File: src/rtl/bias_buf_ctrl_if.sv
// Load and burst-read handshake bundle for bias_buf_ctrl.
// The design connects through slave; the load/request source connects through master.
interface bias_buf_ctrl_if #(
  parameter int DATA_W = 40,
  parameter int ADDR_W = 6
);
  logic              wr_valid;
  logic              wr_ready;
  logic [ADDR_W-1:0] wr_addr;
  logic [DATA_W-1:0] wr_data;
  logic              rd_start;
  logic [ADDR_W-1:0] rd_base;
  logic [ADDR_W:0]   rd_len;
  logic              rd_busy;
  logic              out_valid;
  logic [DATA_W-1:0] out_data;
  logic              out_last;
  logic              done;
  logic              err;

  modport master (
    output wr_valid, wr_addr, wr_data, rd_start, rd_base, rd_len,
    input  wr_ready, rd_busy, out_valid, out_data, out_last, done, err
  );

  modport slave (
    input  wr_valid, wr_addr, wr_data, rd_start, rd_base, rd_len,
    output wr_ready, rd_busy, out_valid, out_data, out_last, done, err
  );
endinterface

File: src/rtl/bias_buf_ctrl.sv
// Bias word buffer: loads words into a RAM, then streams a range out; each word leaves RD_LAT cycles after its read.
// Loads are accepted only while idle with no burst request; the output stream cannot be stalled.
module bias_buf_ctrl #(
  parameter int DATA_W = 40,
  parameter int DEPTH  = 49,
  parameter int ADDR_W = 6,
  parameter int RD_LAT = 2
) (
  input  logic           clk,
  input  logic           rst_n,
  bias_buf_ctrl_if.slave bus
);
  localparam int IDX_W = (DEPTH > 1) ? $clog2(DEPTH) : 1;
  localparam logic [ADDR_W:0] DEPTH_W = (ADDR_W+1)'(DEPTH);
  localparam logic [ADDR_W:0] ONE_W   = (ADDR_W+1)'(1);

  typedef enum logic [1:0] {IDLE, READ, DRAIN, DONE} state_t;

  state_t            state_q, state_d;
  logic [ADDR_W-1:0] addr_q;
  logic [ADDR_W:0]   rem_q;
  logic              err_q;

  logic              wr_rdy, start_ok, start_bad, issue, issue_last;
  logic              wr_hs, wr_in_range;
  logic [ADDR_W:0]   rd_end;
  logic              req_ok;

  logic [DATA_W-1:0] mem [DEPTH];
  logic [RD_LAT-1:0] vld_pipe, last_pipe;
  logic [DATA_W-1:0] dat_pipe [RD_LAT];
  logic              out_vld, out_lst;

  // Extra bit keeps base+len from wrapping; the len bound keeps the sum within it.
  assign rd_end = {1'b0, bus.rd_base} + bus.rd_len;
  assign req_ok = (bus.rd_len != '0) && (bus.rd_len <= DEPTH_W) && (rd_end <= DEPTH_W);

  assign wr_hs       = bus.wr_valid & bus.wr_ready;
  assign wr_in_range = ({1'b0, bus.wr_addr} < DEPTH_W);

  always_comb begin
    state_d    = state_q;
    wr_rdy     = 1'b0;
    start_ok   = 1'b0;
    start_bad  = 1'b0;
    issue      = 1'b0;
    issue_last = 1'b0;
    case (state_q)
      IDLE: begin
        wr_rdy = ~bus.rd_start;
        if (bus.rd_start) begin
          if (req_ok) begin
            start_ok = 1'b1;
            state_d  = READ;
          end else begin
            start_bad = 1'b1;
          end
        end
      end
      READ: begin
        issue = 1'b1;
        if (rem_q == ONE_W) begin
          issue_last = 1'b1;
          state_d    = DRAIN;
        end
      end
      DRAIN: begin
        if (out_vld && out_lst) state_d = DONE;
      end
      DONE:    state_d = IDLE;
      default: state_d = IDLE;
    endcase
  end

  always_ff @(posedge clk or negedge rst_n) begin
    if (!rst_n) begin
      state_q <= IDLE;
      addr_q  <= '0;
      rem_q   <= '0;
      err_q   <= 1'b0;
    end else begin
      state_q <= state_d;
      err_q   <= start_bad | (wr_hs & ~wr_in_range);
      if (start_ok) begin
        addr_q <= bus.rd_base;
        rem_q  <= bus.rd_len;
      end else if (issue) begin
        addr_q <= addr_q + 1'b1;
        rem_q  <= rem_q - ONE_W;
      end
    end
  end

  // Storage is deliberately not reset so contents survive a mid-burst reset.
  always_ff @(posedge clk) begin
    if (wr_hs && wr_in_range) mem[bus.wr_addr[IDX_W-1:0]] <= bus.wr_data;
  end

  always_ff @(posedge clk) begin
    if (issue) dat_pipe[0] <= mem[addr_q[IDX_W-1:0]];
    for (int i = 1; i < RD_LAT; i++) dat_pipe[i] <= dat_pipe[i-1];
  end

  always_ff @(posedge clk or negedge rst_n) begin
    if (!rst_n) begin
      vld_pipe  <= '0;
      last_pipe <= '0;
    end else begin
      vld_pipe[0]  <= issue;
      last_pipe[0] <= issue_last;
      for (int i = 1; i < RD_LAT; i++) begin
        vld_pipe[i]  <= vld_pipe[i-1];
        last_pipe[i] <= last_pipe[i-1];
      end
    end
  end

  assign out_vld = vld_pipe[RD_LAT-1];
  assign out_lst = out_vld & last_pipe[RD_LAT-1];

  assign bus.wr_ready  = wr_rdy & rst_n;
  assign bus.rd_busy   = (state_q != IDLE);
  assign bus.done      = (state_q == DONE);
  assign bus.err       = err_q;
  assign bus.out_valid = out_vld;
  assign bus.out_last  = out_lst;
  assign bus.out_data  = out_vld ? dat_pipe[RD_LAT-1] : '0;
endmodule

File: src/flat_wrapper.sv
// flat-port wrapper written by rule: the top's interface ports become plain ports
module bias_buf_ctrl_flat 
#(
  parameter int DATA_W = 40,
  parameter int DEPTH  = 49,
  parameter int ADDR_W = 6,
  parameter int RD_LAT = 2
)
  (clk, rst_n, bus_wr_valid, bus_wr_addr, bus_wr_data, bus_rd_start, bus_rd_base, bus_rd_len, bus_wr_ready, bus_rd_busy, bus_out_valid, bus_out_data, bus_out_last, bus_done, bus_err);
  bias_buf_ctrl_if #(.DATA_W(DATA_W), .ADDR_W(ADDR_W)) bus_i ();
  input  logic clk;
  input  logic rst_n;
  input wire logic [$bits(bus_i.wr_valid)-1:0] bus_wr_valid;
  input wire logic [$bits(bus_i.wr_addr)-1:0] bus_wr_addr;
  input wire logic [$bits(bus_i.wr_data)-1:0] bus_wr_data;
  input wire logic [$bits(bus_i.rd_start)-1:0] bus_rd_start;
  input wire logic [$bits(bus_i.rd_base)-1:0] bus_rd_base;
  input wire logic [$bits(bus_i.rd_len)-1:0] bus_rd_len;
  output wire logic [$bits(bus_i.wr_ready)-1:0] bus_wr_ready;
  output wire logic [$bits(bus_i.rd_busy)-1:0] bus_rd_busy;
  output wire logic [$bits(bus_i.out_valid)-1:0] bus_out_valid;
  output wire logic [$bits(bus_i.out_data)-1:0] bus_out_data;
  output wire logic [$bits(bus_i.out_last)-1:0] bus_out_last;
  output wire logic [$bits(bus_i.done)-1:0] bus_done;
  output wire logic [$bits(bus_i.err)-1:0] bus_err;
  assign bus_i.wr_valid = bus_wr_valid;
  assign bus_i.wr_addr = bus_wr_addr;
  assign bus_i.wr_data = bus_wr_data;
  assign bus_i.rd_start = bus_rd_start;
  assign bus_i.rd_base = bus_rd_base;
  assign bus_i.rd_len = bus_rd_len;
  assign bus_wr_ready = bus_i.wr_ready;
  assign bus_rd_busy = bus_i.rd_busy;
  assign bus_out_valid = bus_i.out_valid;
  assign bus_out_data = bus_i.out_data;
  assign bus_out_last = bus_i.out_last;
  assign bus_done = bus_i.done;
  assign bus_err = bus_i.err;
  bias_buf_ctrl #(.DATA_W(DATA_W), .DEPTH(DEPTH), .ADDR_W(ADDR_W), .RD_LAT(RD_LAT)) u_core (.clk(clk), .rst_n(rst_n), .bus(bus_i));
endmodule
File: config.mk
export PLATFORM = sky130hd
export DESIGN_NAME = bias_buf_ctrl_flat
export DESIGN_NICKNAME = d
export VERILOG_FILES = /design/src/rtl/bias_buf_ctrl_if.sv /design/src/rtl/bias_buf_ctrl.sv /design/src/flat_wrapper.sv
export SDC_FILE = /design/constraint.sdc
export NUM_CORES = 2
export LEC_CHECK = 0
export CORE_UTILIZATION = 50
export CTS_CLUSTER_DIAMETER = 30
export DETAILED_ROUTE_END_ITERATION = 6
export DONT_BUFFER_PORTS = 1
export HOLD_SLACK_MARGIN = 0.12
export MAX_ROUTING_LAYER = met4
export SLEW_MARGIN = 5
export SYNTH_ARGS = -nofsm -noshare
export SYNTH_HDL_FRONTEND = slang
export SYNTH_SLANG_ARGS = --single-unit
File: constraint.sdc
create_clock -name clk -period 9.7 [get_ports clk]
set_clock_uncertainty 0.15 [all_clocks]
set_input_delay 1.455 -clock clk [delete_from_list [all_inputs] [get_ports clk]]
set_output_delay 1.455 -clock clk [all_outputs]
set_load 0.01 [all_outputs]
==> impl_metrics.env <==
export IMPL_drcViolationCount=24
export IMPL_die_area_mm2=0.157
export IMPL_violations="DRC"
export IMPL_holdWs_ns=0.189
export IMPL_p_seq_share_pct=33.5
export IMPL_intPower_mw=21.8
export IMPL_ant_nets=0
export IMPL_reg2reg_slack_ns=4.85
export IMPL_total_leakage_power_nw=30.8
export IMPL_cts_path_max_buffers=4
export IMPL_regToRegEndpoint="u_core.dat_pipe[0][11]$_DFFE_PP_"
export IMPL_synthesis_nets=3611
export IMPL_path_class="register to register"
export IMPL_route_final_wire_length_um=228000
export IMPL_row_count=144
export IMPL_p_clk_share_pct=44.4
export IMPL_synth_distinct_cells=54
export IMPL_grtUsageTotal_pct=30.2
export IMPL_die_width_um=396
export IMPL_clockRootBuffer="clkbuf_16"
export IMPL_vias_per_cell=6.42
export IMPL_vias=40000
export IMPL_cp_start_kind="register"
export IMPL_net_switching_power_mw=9.40
export IMPL_maxSlewViolCount=0
export IMPL_endpoint="u_core.dat_pipe[0][11]$_DFFE_PP_"
export IMPL_drive_gt1_share_pct=30.0
export IMPL_synth_seq_cells=2060
export IMPL_relSlewSlack_pct=6.72
export IMPL_clk_pin_slew_ns=0.05
export IMPL_rr_worst_depth=7
export IMPL_hp_class="register to register"
export IMPL_cts_max_level=5
export IMPL_core_mm2=0.154
export IMPL_yosys_warnings=0
export IMPL_ys_flop_type="edfxtp_1"
export IMPL_drt_iter0_drc=5514
export IMPL_grt_setup_unrepaired="no"
export IMPL_nNetsFinal=3911
export IMPL_cts_num_sinks=2060
export IMPL_dpl_hpwl_um=132000
export IMPL_fmax_ghz=0.206
export IMPL_synth_seq_area_share_pct=78.9
export IMPL_netlist_area_leader_share_pct=77.2
export IMPL_drt_pre_antenna_iters=7
export IMPL_cts_resized=0
export IMPL_yosys_area_top_type="edfxtp_1"
export IMPL_yosysMostFrequentCell="edfxtp_1"
export IMPL_routedWlPerCell_um=36.7
export IMPL_clk_latency_ns=0.97
export IMPL_synthCells=3533
export IMPL_cp_required_ns=10.25
export IMPL_reg2reg_from="u_core.addr_q[1]$_DFFE_PN0P_"
export IMPL_synth_edf_count=2000
export IMPL_grt_pass1_vias=39800
export IMPL_numCtsBuffers=413
export IMPL_cap_viol_max_count=0
export IMPL_port_buffers=0
export IMPL_initial_utilization_pct=50.4
export IMPL_finalSetupTns_ns=0
export IMPL_overflow=0
export IMPL_antenna_found_initial=27
export IMPL_period_needed_ns=4.85
export IMPL_grt_first_pass_wirelength_um=315000
export IMPL_gp_congestion=0.907
export IMPL_sw_frac_of_total_pct=30.1
export IMPL_area_growth_pct=21.5
export IMPL_syn_avg_cell_area_um2=22.0
export IMPL_multi_input_area_mm2=0.0159
export IMPL_crit_path_end_kind="register"
export IMPL_fillCellCount=10600
export IMPL_combPwrFrac_pct=22.1
export IMPL_outcome="complete, but fails checks"
export IMPL_p_per_area_mw_per_mm2=331
export IMPL_cts_tree="built"
export IMPL_vdd_drop_max_uv=284
export IMPL_grt_max_degree=132
export IMPL_async_flop_share_pct=0.971
export IMPL_crit_fanout=131
export IMPL_hold_violations=0
export IMPL_setup_viol_count_final=0
export IMPL_regArea_mm2=0.0614
export IMPL_timing_final_crit_share_pct=50.0
export IMPL_critPathLaunch="u_core.addr_q[1]$_DFFE_PN0P_"
export IMPL_fp_dieH_um=396
export IMPL_io_pins=109
export IMPL_yosys_top_cells_count="2000 x edfxtp_1, 402 x mux4_2, 161 x mux2i_1"
export IMPL_cp_data_arrival_time_ns=5.40
export IMPL_tightest_slew_ns=1.40
export IMPL_synth_area_mm2=0.0778
export IMPL_ys_top_cells_by_area="edfxtp_1 77%, mux4_2 12%, mux2i_1 2.1%"
export IMPL_whs_path_depth=0
## registers in the layout, summed over array words and instances, names as in the netlist
name	flops
u_core.bus.err	1
u_core.mem	1960
u_core.addr_q	6
u_core.last_pipe	2
u_core.vld_pipe	2
u_core.dat_pipe	80
u_core.state_q	2
u_core.rem_q	7
## through the flow
| step | instances | power (mW) | setup slack, ns | util (%) | area (um^2) |
|---|---|---|---|---|---|
| 6_report | 6229 | 31.2 | 4.85 | 61.3 | 94500 |
| 5_1_grt | 6217 | 31.9 | 4.78 | 61.2 | 94400 |
| 4_1_cts | 6209 | 31.3 | 4.91 | 61.2 | 94400 |
| 3_5_place_dp | 5460 | 17.5 | 4.85 | 52.3 | 80700 |
| 3_3_place_gp | 5456 | 17.4 | 4.61 | 52.3 | 80600 |
| 2_1_floorplan | 3533 | 14.6 | 3.21 | - | 77800 |
## layer usage
metal | GRT usage (%) | up-vias | routed length (um)
met5 | - | - | 0
met4 | 14.6 | 0 | 11600
met3 | 6.59 | 455 | 23100
met2 | 45.1 | 2586 | 109000
met1 | 39.8 | 21100 | 85100
li1 | - | 15800 | -
## cell families (layout without fill, tap and decap cells)
logic type      after synthesis  count (layout)  share of synthesized area (%)
flops                      2060            2060                           78.9
mux                         573             573                           13.9
compound gates              460             460                           4.38
buf+inv                     219             852                           1.21
simple gates                192             192                           1.22
fa+ha+maj                    15              15                          0.251
xor+xnor                     14              14                          0.158
other cells                   0              19                              0
## critical path, cell delays in order (launching register included)
cell and delay [ns]:
dfrtp_4 0.68, buf_12 0.65, buf_4 0.98, mux4_2 0.42, a22o_1 0.37, a221oi_1 0.37, o21ai_0 0.50, a21o_1 0.33
## cell type report
class / count / area share, %
clock inverter: 307 / 3.42
clock buffer: 441 / 11.1
timing repair buffer: 91 / 0.858
antenna: 19 / 0.0503
sequential: 2060 / 65.0
inverter: 13 / 0.0516
tap: 2044 / 2.71
multi-input combinational: 1254 / 16.8
## layout by cell type, fill, tap and decap left out, types with 51 or more instances in the layout
| master | count |
|---|---|
| mux2i_1 | 161 |
| a221oi_1 | 78 |
| buf_4 | 79 |
| edfxtp_1 | 2000 |
| nand2_1 | 51 |
| a22oi_1 | 84 |
| clkbuf_16 | 415 |
| clkinv_2 | 62 |
| mux4_2 | 402 |
| clkinvlp_4 | 61 |
## power groups by stage
stage                     Combinational, mW  Clock, mW  Sequential (mW)
after detailed placement               6.86          0             10.6
after global placement                 6.81          0             10.6
final                                  6.91       13.9             10.5
after global routing                   7.08       14.4             10.5
after CTS                              6.89       13.9             10.5
after floorplan                        4.26          0             10.3
## repair_timing
item / 4_1_cts / 5_1_grt
buffers inserted: 0 / 0
hold endpoints to repair: 20 / 0
hold buffers: 1 / 0
## how the worst min path moves through the flow
stage / start / to / slack, ns
after floorplan: u_core.dat_pipe[0][0]$_DFFE_PP_ / u_core.dat_pipe[0][40]$_DFF_P_ / 0.17
after global placement: u_core.last_pipe[0]$_DFF_PN0_ / u_core.last_pipe[1]$_DFF_PN0_ / 0.18
after detailed placement: u_core.vld_pipe[0]$_DFF_PN0_ / u_core.vld_pipe[1]$_DFF_PN0_ / 0.18
after CTS: u_core.last_pipe[0]$_DFF_PN0_ / u_core.last_pipe[1]$_DFF_PN0_ / 0.19
after global routing: u_core.last_pipe[0]$_DFF_PN0_ / u_core.last_pipe[1]$_DFF_PN0_ / 0.21
final: u_core.last_pipe[0]$_DFF_PN0_ / u_core.last_pipe[1]$_DFF_PN0_ / 0.19
(Power assumes the default switching activity.)
